File: src/rtl/binop_share_arb_pkg.sv
// Shared types, defaults and helpers for the binop_share_arb shared-adder arbiter.
package binop_share_arb_pkg;

  localparam int unsigned NREQ_DEF = 4;
  localparam int unsigned W_DEF    = 13;

  typedef enum logic [1:0] {
    IDLE  = 2'd0,
    FULL  = 2'd1,
    STALL = 2'd2
  } state_e;

  // Round-robin successor of idx among nreq requesters.
  function automatic int unsigned rr_next(input int unsigned idx, input int unsigned nreq);
    return ((idx + 32'd1) >= nreq) ? 32'd0 : (idx + 32'd1);
  endfunction

endpackage

File: src/rtl/binop_share_arb_if.sv
// Requester/consumer bundle for binop_share_arb; req_lock exists only with BINOP_SHARE_ARB_LOCK_EN.
interface binop_share_arb_if #(
  parameter int unsigned NREQ = binop_share_arb_pkg::NREQ_DEF,
  parameter int unsigned W    = binop_share_arb_pkg::W_DEF,
  parameter int unsigned IDW  = $clog2(NREQ)
) ();

  logic [NREQ-1:0]   req_valid;
  logic [NREQ*W-1:0] req_a;
  logic [NREQ*W-1:0] req_b;
  logic [NREQ-1:0]   req_ready;
  logic              rsp_valid;
  logic [IDW-1:0]    rsp_id;
  logic [W-1:0]      rsp_sum;
  logic              rsp_carry;
  logic              rsp_ready;
`ifdef BINOP_SHARE_ARB_LOCK_EN
  logic [NREQ-1:0]   req_lock;
`endif

  modport master (
    output req_valid, req_a, req_b, rsp_ready,
`ifdef BINOP_SHARE_ARB_LOCK_EN
    output req_lock,
`endif
    input  req_ready, rsp_valid, rsp_id, rsp_sum, rsp_carry
  );

  modport slave (
    input  req_valid, req_a, req_b, rsp_ready,
`ifdef BINOP_SHARE_ARB_LOCK_EN
    input  req_lock,
`endif
    output req_ready, rsp_valid, rsp_id, rsp_sum, rsp_carry
  );

endinterface

File: src/rtl/binop_share_arb_rr_pick.sv
// Rotating-priority encoder: first asserted req at or above ptr (with wrap), gated by enable.
module rr_pick #(
  parameter int unsigned NREQ = 4,
  parameter int unsigned IDW  = 2
) (
  input  logic [NREQ-1:0] i_req,
  input  logic [IDW-1:0]  i_ptr,
  input  logic            i_en,
  output logic [NREQ-1:0] o_grant_c,
  output logic [IDW-1:0]  o_idx_c
);

  localparam logic [IDW:0] NREQ_W = (IDW+1)'(NREQ);

  logic           w_found;
  logic [IDW:0]   w_pos;
  logic [IDW-1:0] w_j;

  always_comb begin
    o_grant_c = '0;
    o_idx_c   = '0;
    w_found   = 1'b0;
    w_pos     = '0;
    w_j       = '0;
    for (int unsigned k = 0; k < NREQ; k++) begin
      w_pos = {1'b0, i_ptr} + (IDW+1)'(k);
      if (w_pos >= NREQ_W) w_pos = w_pos - NREQ_W;
      w_j = w_pos[IDW-1:0];
      if (i_en && !w_found && i_req[w_j]) begin
        w_found      = 1'b1;
        o_grant_c[w_j] = 1'b1;
        o_idx_c      = w_j;
      end
    end
  end

endmodule

File: src/rtl/binop_share_arb.sv
// Shares one W-bit adder among NREQ requesters, round-robin, single-entry registered response slot.
// Optional requester lock enabled by BINOP_SHARE_ARB_LOCK_EN.
module binop_share_arb
  import binop_share_arb_pkg::*;
#(
  parameter int unsigned NREQ = NREQ_DEF,
  parameter int unsigned W    = W_DEF,
  parameter int unsigned IDW  = $clog2(NREQ)
) (
  input logic              clk,
  input logic              rst_n,
  binop_share_arb_if.slave bus
);

  state_e          r_state;
  state_e          w_state_nxt;
  logic            r_rsp_valid;
  logic [IDW-1:0]  r_rsp_id;
  logic [W-1:0]    r_rsp_sum;
  logic            r_rsp_carry;
  logic [IDW-1:0]  r_ptr;

  logic            w_slot_free;
  logic            w_en;
  logic            w_accept;
  logic [NREQ-1:0] w_req;
  logic [NREQ-1:0] w_grant;
  logic [IDW-1:0]  w_idx;
  logic [IDW-1:0]  w_ptr_nxt;
  logic [W-1:0]    w_a;
  logic [W-1:0]    w_b;
  logic [W:0]      w_sum;

  assign w_slot_free = !r_rsp_valid || bus.rsp_ready;
  assign w_en        = rst_n && w_slot_free;

`ifdef BINOP_SHARE_ARB_LOCK_EN
  logic            r_lock_act;
  logic [IDW-1:0]  r_lock_own;

  // While locked, only the owner is eligible.
  assign w_req = r_lock_act ? (bus.req_valid & (NREQ'(1) << r_lock_own)) : bus.req_valid;
`else
  assign w_req = bus.req_valid;
`endif

  rr_pick #(.NREQ(NREQ), .IDW(IDW)) u_pick (
    .i_req     (w_req),
    .i_ptr     (r_ptr),
    .i_en      (w_en),
    .o_grant_c (w_grant),
    .o_idx_c   (w_idx)
  );

  assign w_accept      = |w_grant;
  assign bus.req_ready = w_grant;
  assign w_ptr_nxt     = IDW'(rr_next(32'(w_idx), NREQ));

  // One-hot operand mux into the shared adder.
  always_comb begin
    w_a = '0;
    w_b = '0;
    for (int unsigned i = 0; i < NREQ; i++) begin
      if (w_grant[i]) begin
        w_a = w_a | bus.req_a[i*W +: W];
        w_b = w_b | bus.req_b[i*W +: W];
      end
    end
  end

  assign w_sum = {1'b0, w_a} + {1'b0, w_b};

  always_comb begin
    w_state_nxt = r_state;
    case (r_state)
      IDLE:    if (w_accept) w_state_nxt = FULL;
      FULL: begin
        if (w_accept)           w_state_nxt = FULL;
        else if (bus.rsp_ready) w_state_nxt = IDLE;
        else                    w_state_nxt = STALL;
      end
      STALL:   if (bus.rsp_ready) w_state_nxt = w_accept ? FULL : IDLE;
      default: w_state_nxt = IDLE;
    endcase
  end

  always_ff @(posedge clk or negedge rst_n) begin
    if (!rst_n) begin
      r_state     <= IDLE;
      r_rsp_valid <= 1'b0;
      r_rsp_id    <= '0;
      r_rsp_sum   <= '0;
      r_rsp_carry <= 1'b0;
    end else begin
      r_state     <= w_state_nxt;
      r_rsp_valid <= (w_state_nxt != IDLE);
      if (w_accept) begin
        r_rsp_id    <= w_idx;
        r_rsp_sum   <= w_sum[W-1:0];
        r_rsp_carry <= w_sum[W];
      end
    end
  end

`ifdef BINOP_SHARE_ARB_LOCK_EN
  // A locking accept freezes ptr; the unlocking accept advances it as usual.
  always_ff @(posedge clk or negedge rst_n) begin
    if (!rst_n) begin
      r_ptr      <= '0;
      r_lock_act <= 1'b0;
      r_lock_own <= '0;
    end else if (w_accept) begin
      if (bus.req_lock[w_idx]) begin
        r_lock_act <= 1'b1;
        r_lock_own <= w_idx;
      end else begin
        r_lock_act <= 1'b0;
        r_ptr      <= w_ptr_nxt;
      end
    end
  end
`else
  always_ff @(posedge clk or negedge rst_n) begin
    if (!rst_n)        r_ptr <= '0;
    else if (w_accept) r_ptr <= w_ptr_nxt;
  end
`endif

  assign bus.rsp_valid = r_rsp_valid;
  assign bus.rsp_id    = r_rsp_id;
  assign bus.rsp_sum   = r_rsp_sum;
  assign bus.rsp_carry = r_rsp_carry;

endmodule
File: src/flat_wrapper.sv
// flat-port wrapper written by rule: the top's interface ports become plain ports
module binop_share_arb_flat import binop_share_arb_pkg::*;
#(
  parameter int unsigned NREQ = NREQ_DEF,
  parameter int unsigned W    = W_DEF,
  parameter int unsigned IDW  = $clog2(NREQ)
)
  (clk, rst_n, bus_req_valid, bus_req_a, bus_req_b, bus_rsp_ready, bus_req_ready, bus_rsp_valid, bus_rsp_id, bus_rsp_sum, bus_rsp_carry);
  binop_share_arb_if #(.NREQ(NREQ), .W(W), .IDW(IDW)) bus_i ();
  input logic clk;
  input logic rst_n;
  input wire logic [$bits(bus_i.req_valid)-1:0] bus_req_valid;
  input wire logic [$bits(bus_i.req_a)-1:0] bus_req_a;
  input wire logic [$bits(bus_i.req_b)-1:0] bus_req_b;
  input wire logic [$bits(bus_i.rsp_ready)-1:0] bus_rsp_ready;
  output wire logic [$bits(bus_i.req_ready)-1:0] bus_req_ready;
  output wire logic [$bits(bus_i.rsp_valid)-1:0] bus_rsp_valid;
  output wire logic [$bits(bus_i.rsp_id)-1:0] bus_rsp_id;
  output wire logic [$bits(bus_i.rsp_sum)-1:0] bus_rsp_sum;
  output wire logic [$bits(bus_i.rsp_carry)-1:0] bus_rsp_carry;
  assign bus_i.req_valid = bus_req_valid;
  assign bus_i.req_a = bus_req_a;
  assign bus_i.req_b = bus_req_b;
  assign bus_i.rsp_ready = bus_rsp_ready;
  assign bus_req_ready = bus_i.req_ready;
  assign bus_rsp_valid = bus_i.rsp_valid;
  assign bus_rsp_id = bus_i.rsp_id;
  assign bus_rsp_sum = bus_i.rsp_sum;
  assign bus_rsp_carry = bus_i.rsp_carry;
  binop_share_arb #(.NREQ(NREQ), .W(W), .IDW(IDW)) u_core (.clk(clk), .rst_n(rst_n), .bus(bus_i));
endmodule
File: config.mk
export PLATFORM = sky130hd
export DESIGN_NAME = binop_share_arb_flat
export DESIGN_NICKNAME = d
export VERILOG_FILES = /design/src/rtl/binop_share_arb_pkg.sv /design/src/rtl/binop_share_arb_if.sv /design/src/rtl/binop_share_arb_rr_pick.sv /design/src/rtl/binop_share_arb.sv /design/src/flat_wrapper.sv
export SDC_FILE = /design/constraint.sdc
export NUM_CORES = 1
export LEC_CHECK = 0
export CAP_MARGIN = 40
export CORE_AREA = 2 2 95 97
export DETAILED_ROUTE_END_ITERATION = 6
export DIE_AREA = 0 0 97 99
export SYNTH_ARGS = -nofsm -noshare
export SYNTH_HDL_FRONTEND = slang
export SYNTH_HIERARCHICAL = 1
export SYNTH_SLANG_ARGS = --single-unit
File: constraint.sdc
create_clock -name clk -period 5.5 [get_ports clk]
set_clock_uncertainty 0.2 [all_clocks]
set_input_delay 0.825 -clock clk [delete_from_list [all_inputs] [get_ports clk]]
set_output_delay 0.825 -clock clk [all_outputs]
set_load 0.02 [all_outputs]
==> results list <==
- ANT nets after route: 0
* Buffers inserted during post-CTS setup optimization: 0
* Share of total power in the clock network: 5.0%
- VDD sags by at most 0.000217 V.
- Counting instances, the worst hold path has a depth of 2.
- Starting density of the core: 29.4%
- In the final routed layout, each cell accounts on average for 15.8 um.
- STA classifies the critical path startpoint as a register.
- CTS Hold Bufs: 0
* Drc violations: 0
- After Yosys synthesis, XOR and XNOR cells account for 2.09% of the synthesized area.
* Number of nets produced by synthesis: 451
- After clock tree synthesis, the clock-pin slew on the worst setup and hold paths is 80 ps.
- Synthesis Warnings: 6
* Crit end category: register
* Number of instances in the synthesized netlist: 317
- Routability-driven placement finished with a final weighted congestion of 0.840.
- TritonCTS built the clock tree.
* Share of final-layout standard cells stronger than drive strength 1: 6.77%
- In this run the critical register-to-register path is launched from u_core/r_ptr[0].
- Per report_power, the combinational group accounts for 79.8% of the total.
- Internal power comes to 0.000970 W.
* Tightest Hold Check Type: reg -> reg
* Transition at the pin with the smallest max-transition slack: 624 ps
- Global route total overflow: 0
* Post-layout total power: 0.00198 W
- For hold timing, the worst endpoint is u_core/bus.rsp_sum[0].
* Number of antenna violations at the first check in global routing: 0
* Worst Path Max Fanout: 17
- CTS built an H-tree with a depth of 1.
* Worst reg2reg endpoint: u_core/bus.rsp_sum[8]
- The total area inside the core boundary comes to 0.00855 mm2.
- Fraction of the yosys area taken by sequential cells: 20.9%
* Post-CTS sizing: 0
* Longest Clk Path Bufs: 2
- Combinational family with the most area after synthesis: compound AO/OA/AOI/OAI gates
- After synthesis, the share of flip-flops with an asynchronous set or reset is 100%.
* Count of routing violations after the opening detailed-route iteration: 253
* Final period demand of the worst path: 5000 ps
* Multi-input gate area in the final layout: 0.00186 mm2
* Most instantiated flip-flop cell in the synthesis netlist: dfrtp_1
- Num Clock Sinks: 21
- Post-synthesis mux area share: 4.87%
- In this run the clock root is driven by a clkbuf_8.
* Fraction of power spent switching nets: 50.9%
- Max capacitance violation total: 0
* Detailed placer's ending HPWL: 6.93 mm
- The synthesized netlist contains 58 unique library cells.
- The number of pins exceeding their max-slew limit in the final report came to 0.
- The first global-routing pass estimated 13.7 mm of wire.
- In this design, the stage delay of the slowest critical-path cell is 700 ps.
- Post-synthesis share of cell area spent on full adders, half adders and majority gates: 11.7%
- In this run the static leakage power is 1.70 nW.
- Number of antenna repair diodes: 0
* Result of the run: finished, final reports clean
* Count of input and output buffers: 131
* Die span in y: 99 um
- Final Hold Violating Endpoints: 0
- Max Clk Rate: 200 MHz
* Worst r2r path cells: 16
* Simple logic cell fraction of the synthesized area: 19.7%
* CTS buffer count: 3
* Hold path startpoint: u_core/bus.rsp_sum[0]
- Across every metal layer, demand over resource in global routing totals 16.8%.
- Top Ports: 132
- Register Area: 526 um2
* Via count of the first global-routing pass: 2752
- The final critical path takes up 91.0% of the cycle.
* Slowest cell on crit path: dfrtp_1
- Data required time at the worst endpoint: 5450 ps
- Number of fill cells: 858
* Finish-stage setup viols: 0
- The floorplan has 34 rows.
- Critical path type: reg -> reg
- Summing the areas of all compound-gate instances in the mapped netlist gives 35.1% of the synthesized area.
* Net Switching: 0.00101 W
* Layout-stage area growth over the synthesis result: 59.3%
- Number of vias in the routed layout: 2946
* Headroom to the max-slew limit: 58.4%
- Initial DRT Pass Iterations: 4
- Final TNS setup: 0 ps
- Wires add up to 8.69 mm.
- Average instance area after synthesis: 7.94 um2
- RSZ-0062 raised after global routing: false
- The die is 97 um wide.
- At the end of the flow, the number of nets in the layout was 578.
- Arrival time worst endpoint: 4960 ps
- Register-to-Register Setup Slack: 500 ps
- Maximum number of pins on one net before global-route repair: 30
* Cell area after synthesis: 0.00252 mm2
* Total die area: 0.00960 mm2
* Number of enable-type register cells in the synthesized netlist: 0
- Worst-skew pair later-pin latency: 260 ps
- Cells along the critical path: clkinv_1 > ha_1 > or2_2 > o211ai_1 > o21ai_0 > and3b_2 > a221o_1 > a22oi_1 > nand2_1 > ha_1 > fa_1 > a21oi_1 > o211ai_1 > a21oi_1 > nor4b_1 > a211o_1
- Post-synthesis register bit count: 21
- Registers are responsible for 15.2% of the overall power.
* Vias per inst: 5.35
* Power per cell area: 493 mW/mm2
## layer usage
layer	part of all wire [%]	track usage, %
met1	47	24.0
met2	47	27.8
met3	6.5	3.33
met4	0.069	0.758
met5	0	0
## kinds of logic (layout without fill, tap and decap cells)
| kind of cell | Yosys count | in the layout |
|---|---|---|
| buffers and inverters | 28 | 154 |
| DFF | 21 | 21 |
| AOI/OAI and AO/OA | 124 | 124 |
| xor gates and xnor gates | 6 | 6 |
| adders and majority gates | 23 | 23 |
| and+or+nand+nor | 106 | 106 |
| muxes | 9 | 9 |
## worst max-delay path: cells and delay by family (launching register included)
| kind | cells | cell delay, ps |
|---|---|---|
| fa+ha+maj | 3 | 1090 |
| flops | 1 | 700 |
| compound gates | 8 | 1940 |
| buf+inv | 1 | 190 |
| simple gates | 4 | 760 |
## state kept, by name (all words and copies together), names as in the netlist
| signal | cells |
|---|---|
| u_core/bus.rsp_carry | 1 |
| u_core/bus.rsp_id | 2 |
| u_core/bus.rsp_sum | 13 |
| u_core/bus.rsp_valid | 1 |
| u_core/r_ptr | 2 |
| u_core/r_state | 2 |
## layout make-up
| class | count | share of cell area, % |
|---|---|---|
| Sequential cell | 21 | 13.1 |
| Multi-Input combinational cell | 268 | 46.3 |
| Tap cell | 108 | 3.37 |
| Clock buffer | 3 | 1.03 |
| Inverter | 9 | 0.843 |
| Timing Repair Buffer | 141 | 35.2 |
| Clock inverter | 1 | 0.125 |
## how the worst max path moves through the flow
stage,from,endpoint,slack (ps),depth (start not counted)
floorplan,u_core/r_ptr[0],u_core/bus.rsp_sum[8],750,20
detailed placement,bus_req_valid[1],u_core/bus.rsp_sum[8],470,13
global route,u_core/r_ptr[0],u_core/bus.rsp_sum[12],190,16
finish,u_core/r_ptr[0],u_core/bus.rsp_sum[8],500,16
CTS,u_core/r_ptr[0],u_core/bus.rsp_sum[8],540,16
global placement,bus_req_valid[1],u_core/bus.rsp_sum[8],510,14
## power by group through the flow
stage	Clock, W	Combinational (W)	Sequential (W)
4_1_cts	0.000103	0.00158	0.000301
5_1_grt	0.000111	0.00174	0.000311
6_report	0.0000997	0.00158	0.000300
2_1_floorplan	0	0.00104	0.000338
3_5_place_dp	0	0.00158	0.000302
3_3_place_gp	0	0.00156	0.000303
## synthesized netlist by cell type, types with 3 or more instances
master / number / area [um2]
a31oi_1: 3 / 18.8
buf_1: 6 / 22.5
clkbuf_1: 3 / 11.3
ha_1: 22 / 275
a22oi_1: 52 / 390
a21oi_1: 17 / 85.1
o31ai_1: 3 / 22.5
nand3_1: 6 / 30.0
o21ai_0: 14 / 70.1
nand2_1: 61 / 229
buf_6: 4 / 45.0
xor2_1: 4 / 35.0
a21boi_1: 5 / 37.5
a221o_1: 4 / 40.0
nor4_1: 3 / 18.8
nor2b_1: 5 / 31.3
o211ai_1: 6 / 45.0
buf_2: 6 / 30.0
a21o_1: 3 / 22.5
mux2i_1: 4 / 40.0
dfrtp_1: 21 / 526
nor2_1: 13 / 48.8
inv_1: 8 / 30.0
## per-stage QoR
step	cells	area, um2	utilization [%]	hold WS, ps	setup slack, ps
final	551	4010	46.9	274	495
after global routing	551	4010	46.9	310	186
after CTS	551	4010	46.9	280	538
after detailed placement	547	3960	46.3	263	474
after global placement	547	3960	46.3	252	509
after floorplan	317	2520	-	273	751
## placed cells by master (no fill, tap or decap), drive strengths merged, types with 8 or more instances in the layout
cell,Yosys,layout
nand2,61,61
buf,16,10
ha,22,22
o21ai,16,16
nor2,15,15
a22oi,52,52
a21oi,17,17
clkdlybuf4s50,0,131
inv,8,8
dfrtp,21,21
Note: power is estimated with default switching activity, not from simulation.
